==> config.mk <==
export PLATFORM = sky130hd
export DESIGN_NAME = pipeline_run_checker_probe_compare
export DESIGN_NICKNAME = d
export VERILOG_FILES = /design/src/rtl/pipeline_run_checker_pkg.sv /design/src/rtl/pipeline_run_checker_probe_compare.sv
export SDC_FILE = /design/constraint.sdc
export NUM_CORES = 1
export LEC_CHECK = 0
export ABC_AREA = 1
export BUFFER_PORTS_ARGS = -buffer_cell sky130_fd_sc_hd__buf_2
export CAP_MARGIN = 30
export CORE_AREA = 2 2 392 394
export DETAILED_ROUTE_END_ITERATION = 10
export DIE_AREA = 0 0 394 396
export PLACE_DENSITY = 0.3
export SYNTH_ARGS = -nofsm -noshare
export SYNTH_HDL_FRONTEND = slang
export SYNTH_SLANG_ARGS = --single-unit
export TNS_END_PERCENT = 1
==> constraint.sdc <==
create_clock -name vclk -period 2.25
set_input_delay 0.1125 -clock vclk [all_inputs]
set_output_delay 0.1125 -clock vclk [all_outputs]
set_load 0.005 [all_outputs]
==> src/rtl/pipeline_run_checker_pkg.sv <==
// Shared state encoding and parameter helpers for the lab run checker.
// Imported by the checker top and its probe compare block.
package pipeline_run_checker_pkg;

  localparam logic [1:0] TRACK_PC = 2'd0;
  localparam logic [1:0] WAIT_A   = 2'd1;
  localparam logic [1:0] WAIT_B   = 2'd2;
  localparam logic [1:0] DONE     = 2'd3;

  function automatic int idx_width(input int n);
    return (n > 1) ? $clog2(n) : 1;
  endfunction

  // Checkpoints must be ordered and reachable before the counter saturates.
  function automatic bit params_legal(
    input int pc_cycles,
    input int ckpt_a,
    input int ckpt_b,
    input int cnt_width
  );
    longint sat;
    sat = (longint'(1) << cnt_width) - 1;
    return (pc_cycles < ckpt_a) &&
           (ckpt_a < ckpt_b) &&
           (longint'(ckpt_b) < sat);
  endfunction

endpackage

==> src/rtl/pipeline_run_checker_probe_compare.sv <==
// Masked per-probe inequality with a lowest-index priority encoder.
// Purely combinational; the top selects which expected set feeds it.
module pipeline_run_checker_probe_compare
  import pipeline_run_checker_pkg::*;
#(
  parameter int DATA_WIDTH = 32,
  parameter int NUM_PROBES = 15,
  parameter int IDX_W      = idx_width(NUM_PROBES)
) (
  input  logic [NUM_PROBES*DATA_WIDTH-1:0] probe,
  input  logic [NUM_PROBES*DATA_WIDTH-1:0] expect_val,
  input  logic [NUM_PROBES-1:0]            mask,
  output logic [NUM_PROBES-1:0]            mm,
  output logic [IDX_W-1:0]                 idx,
  output logic                             any
);

  always_comb begin
    mm = '0;
    for (int i = 0; i < NUM_PROBES; i++) begin
      mm[i] = mask[i] &
        (probe[i*DATA_WIDTH +: DATA_WIDTH] !=
         expect_val[i*DATA_WIDTH +: DATA_WIDTH]);
    end
  end

  // Scan high to low so the lowest set bit wins.
  always_comb begin
    idx = '0;
    for (int i = NUM_PROBES - 1; i >= 0; i--) begin
      if (mm[i]) idx = IDX_W'(i);
    end
  end

  assign any = |mm;

endmodule

**Word-level counts from Yosys, hierarchy flattened**

Index checks and enable logic that the tools add are counted.

- Equal/unequal tests: 15
- Muxes and demuxes: 15
- Bitwise gates (word level): 15
- Reductions and logical operators: 1

Operator list:

| kind | count |
|---|---|
| $ne A32 B32 Y1 | 15 |
| $mux W4 | 15 |
| $and A1 B1 Y1 | 15 |
| $reduce_or A15 Y1 | 1 |

- Flip-flop bits (word level): 0
- Input port bits: 975
- Output and inout port bits: 20
- Logic and storage cells: 46

**Longest topological paths before layout**

- Word-level depth: 17
- Mapped depth: 21
- Gate-level depth less buffers: 21

**Worst setup path before layout**

OpenSTA, ideal clock, no wires.

- Kind: input to output
- Start point: in expect_val[461]
- End point: out any
- Arrival time: 1.292 ns
- Required time: 2.138 ns
- Path slack: 0.846 ns
- Cell stages on the path: 8
- Buffers on the path: 0
- Cells stage by stage: xor2_1 -> nor3b_1 -> nand4_1 -> nor4_2 -> nor2_1 -> or2_1 -> nor3_2 -> nand2_1

- Cells in the longest elaborated chain, start to end: 3

RTL lines:

| what | RTL line | source |
|---|---|---|
| from (decl) | pipeline_run_checker_probe_compare.sv:11 | `input logic [NUM_PROBES*DATA_WIDTH-1:0] expect_val,` |
| $ne A32 B32 Y1 | pipeline_run_checker_probe_compare.sv:22 | `(probe[i*DATA_WIDTH +: DATA_WIDTH] !=` |
| $and A1 B1 Y1 | pipeline_run_checker_probe_compare.sv:21 | `mm[i] = mask[i] &` |
| net mm[14] | pipeline_run_checker_probe_compare.sv:13 | `output logic [NUM_PROBES-1:0] mm,` |
| $reduce_or A15 Y1 | pipeline_run_checker_probe_compare.sv:35 | `assign any = \|mm;` |
| to (decl) | pipeline_run_checker_probe_compare.sv:15 | `output logic any` |

The timed path passes the listed nets, and every way through them passes these cells.

**Worst setup path in the final report**

- Start point: in probe[258]
- End point: out idx[0]

- Cells in the longest elaborated chain, start to end: 11

RTL lines:

| what | RTL line | source |
|---|---|---|
| from (decl) | pipeline_run_checker_probe_compare.sv:10 | `input logic [NUM_PROBES*DATA_WIDTH-1:0] probe,` |
| $ne A32 B32 Y1 | pipeline_run_checker_probe_compare.sv:22 |  |
| $and A1 B1 Y1 | pipeline_run_checker_probe_compare.sv:21 |  |
| $mux W4 (9 in series) | pipeline_run_checker_probe_compare.sv:31 | `if (mm[i]) idx = IDX_W'(i);` |
| to (decl) | pipeline_run_checker_probe_compare.sv:14 | `output logic [IDX_W-1:0] idx,` |

Every way passes these cells.

==> out/metrics.cfg <==
[run_status]
status=complete, but fails checks
violations=negative setup slack

[power_and_ir_drop]
clkPwrFrac_pct=0
p_switching_mw=1.17
switching_share_pct=48.5
p_leak_nw=7.56
pwr-share-seq_pct=0
p_int_mw=1.24
p_comb_share_pct=100.0
vdd_ir_drop_max_mv=0.0629
power.density_nw_per_um2=160

[synth]
synth.top_cell.area_share_pct=30.4
ys_seq_area_share_pct=0
yosys-top-cells-count=259 x nand2_1, 239 x xnor2_1, 229 x inv_1, 142 x nor2_1, 85 x xor2_1
yosysWarnings=0
syn_area_um2=6880
synthCells=1222
synth_area_per_cell_um2=5.63
ys_types=33
yosysTopAreaCell=xnor2_1
syn_nets=2197
synth.area.top_cells=xnor2_1 30%, nand2_1 14%, inv_1 12%
synth.most_common_cell=nand2_1

[global_route]
grt_pass1_vias=12000
grt_use_total_pct=13.1
antenna_found_initial=227
grt.overflow.total=0
grt_first_pass_wirelength_um=131000
grt_max_degree=4

[sta]
slew_headroom_pct=64.8
setup_violations=5
hold_ws_ns=0.550
finalHoldViolCount=0
period_needed_ns=2.44
worstMarginPinSlew_ns=0.526
setup_slack_ns=-0.189
timing.final.crit_share_pct=108
max_freq_mhz=410
final-max-slew-violation-count=0
rsz0062_at_grt=yes

[placed_design]
hpwl_um=105000
io_buffers=995
place_congestion=0.988

[finish]
seq_cell_count=0
drive_gt1_share_pct=50.3
clock_buffers=0
area_delta_synth_final_pct=120
nets=3242
regArea_um2=0
utilization_pct=9.97
nFillCells=18100

[setup_path]
crit_cells=17
cp_top_family=simple AND/OR/NAND/NOR gates
end_kind=primary output
required_ns=2.14
start_kind=input pin
path_cells=buf_6 -> inv_4 -> or2_4 -> nand4_1 -> nor4_4 -> nand4_1 -> nand2_2 -> buf_12 -> nand2_8 -> nand2_2 -> nand2_2 -> nand2_2 -> nand2_2 -> nand2_2 -> nand2_4 -> a21oi_4 -> buf_2
cpMaxStageDelayCell=nor4_4
critical_path_buf_inv_count=4
crit_fanout=2
cp_common_cell=nand2_2
cp.arrival_ns=2.33
max_stage_delay_ns=0.38
crit_type=in2out

[route]
wl_per_cell_um=24.8
drt_first_pass_iters=7
ant_nets=0
drt_iter0_drc=699
drc_errors=0
via_per_inst=2.91
vias=12600
wirelength_um=107000

[min_path]
hold_class=in2out
worstHoldPathCells=3

[die]
top_level_ports=995
core_um2=152000
num_rows=143
initial_core_util_pct=4.54
dieArea_um2=156000
die_y_um=396
die_x_um=394

[run]
maxCapViolCount=0

==> repair_timing <==
action | 4_1_cts | 5_1_grt
buffers inserted | 1 | 0
hold buffers | 0 | 0
pin swaps | 8 | 18
hold endpoints to repair | 0 | 0
endpoints found under the setup margin | 6 | 6
resized for setup | 20 | 27
gates cloned | 0 | 0
==> cell usage in the layout, fill, tap and decap left out, types with 2 or more instances in the layout <==
| master | count |
|---|---|
| a21oi_1 | 8 |
| and2_1 | 5 |
| buf_12 | 4 |
| buf_2 | 992 |
| buf_4 | 43 |
| buf_6 | 4 |
| diode_2 | 40 |
| inv_1 | 228 |
| nand2_1 | 246 |
| nand2_2 | 12 |
| nand3_1 | 24 |
| nand3_2 | 2 |
| nand3b_1 | 3 |
| nand4_1 | 61 |
| nor2_1 | 139 |
| nor2_2 | 4 |
| nor3_1 | 25 |
| nor3_2 | 3 |
| nor3b_1 | 4 |
| nor4_1 | 11 |
| nor4_2 | 4 |
| nor4_4 | 2 |
| o2111ai_1 | 16 |
| o211ai_1 | 7 |
| o21ai_0 | 13 |
| o22ai_1 | 3 |
| or2_0 | 3 |
| or2_1 | 4 |
| or2_2 | 57 |
| xnor2_1 | 237 |
| xnor2_2 | 2 |
| xor2_1 | 85 |
==> stage by stage <==
stage / area (µm²) / std cells / total power, mW / setup WS, ns / TNS (ns)
global route: 15000 / 4306 / 2.66 / -0.433 / -1.78
global placement: 14800 / 4297 / 2.39 / -1.14 / -4.38
CTS: 14900 / 4298 / 2.42 / -0.612 / -2.30
finish: 15100 / 4335 / 2.41 / -0.189 / -0.567
floorplan: 6880 / 1222 / 0.899 / 0.846 / 0
detailed placement: 14800 / 4297 / 2.40 / -1.14 / -4.53
==> logic make-up after synthesis <==
family	synth area share, %
XOR/XNOR	41.3
AO/OA/AOI/OAI	5.62
buffers and inverters	12.5
AND/OR/NAND/NOR	40.6
==> path summary, 6_finish.rpt <==
path	startpoint	end	slack, ns
min	mask[5]	mm[5]	0.55
max	probe[258]	idx[0]	-0.19
==> power by group through the flow <==
stage	logic (mW)	registers (mW)	clock network [mW]
after floorplan	0.899	0	0
after global placement	2.39	0	0
after detailed placement	2.40	0	0
after CTS	2.42	0	0
after global routing	2.66	0	0.000000662
final	2.41	0	0.00000220
==> routing by layer <==
metal  routed length (µm)  GRT usage (%)  vias to the layer above
met5                  694              0                        -
met2                52400           23.6                      874
met4                 2800           1.32                      100
met3                10100           4.34                      370
li1                     -              -                     5908
met1                41400           15.4                     5384
==> layout make-up <==
| type | count | area, µm² | share of cell area [%] |
|---|---|---|---|
| antenna | 40 | 100 | 0.663 |
| inverter | 230 | 866 | 5.73 |
| multi-input combinational | 992 | 6190 | 41.0 |
| tap | 2030 | 2540 | 16.8 |
| timing repair buffer | 1043 | 5410 | 35.8 |
Power figures use the tool's default switching activity.
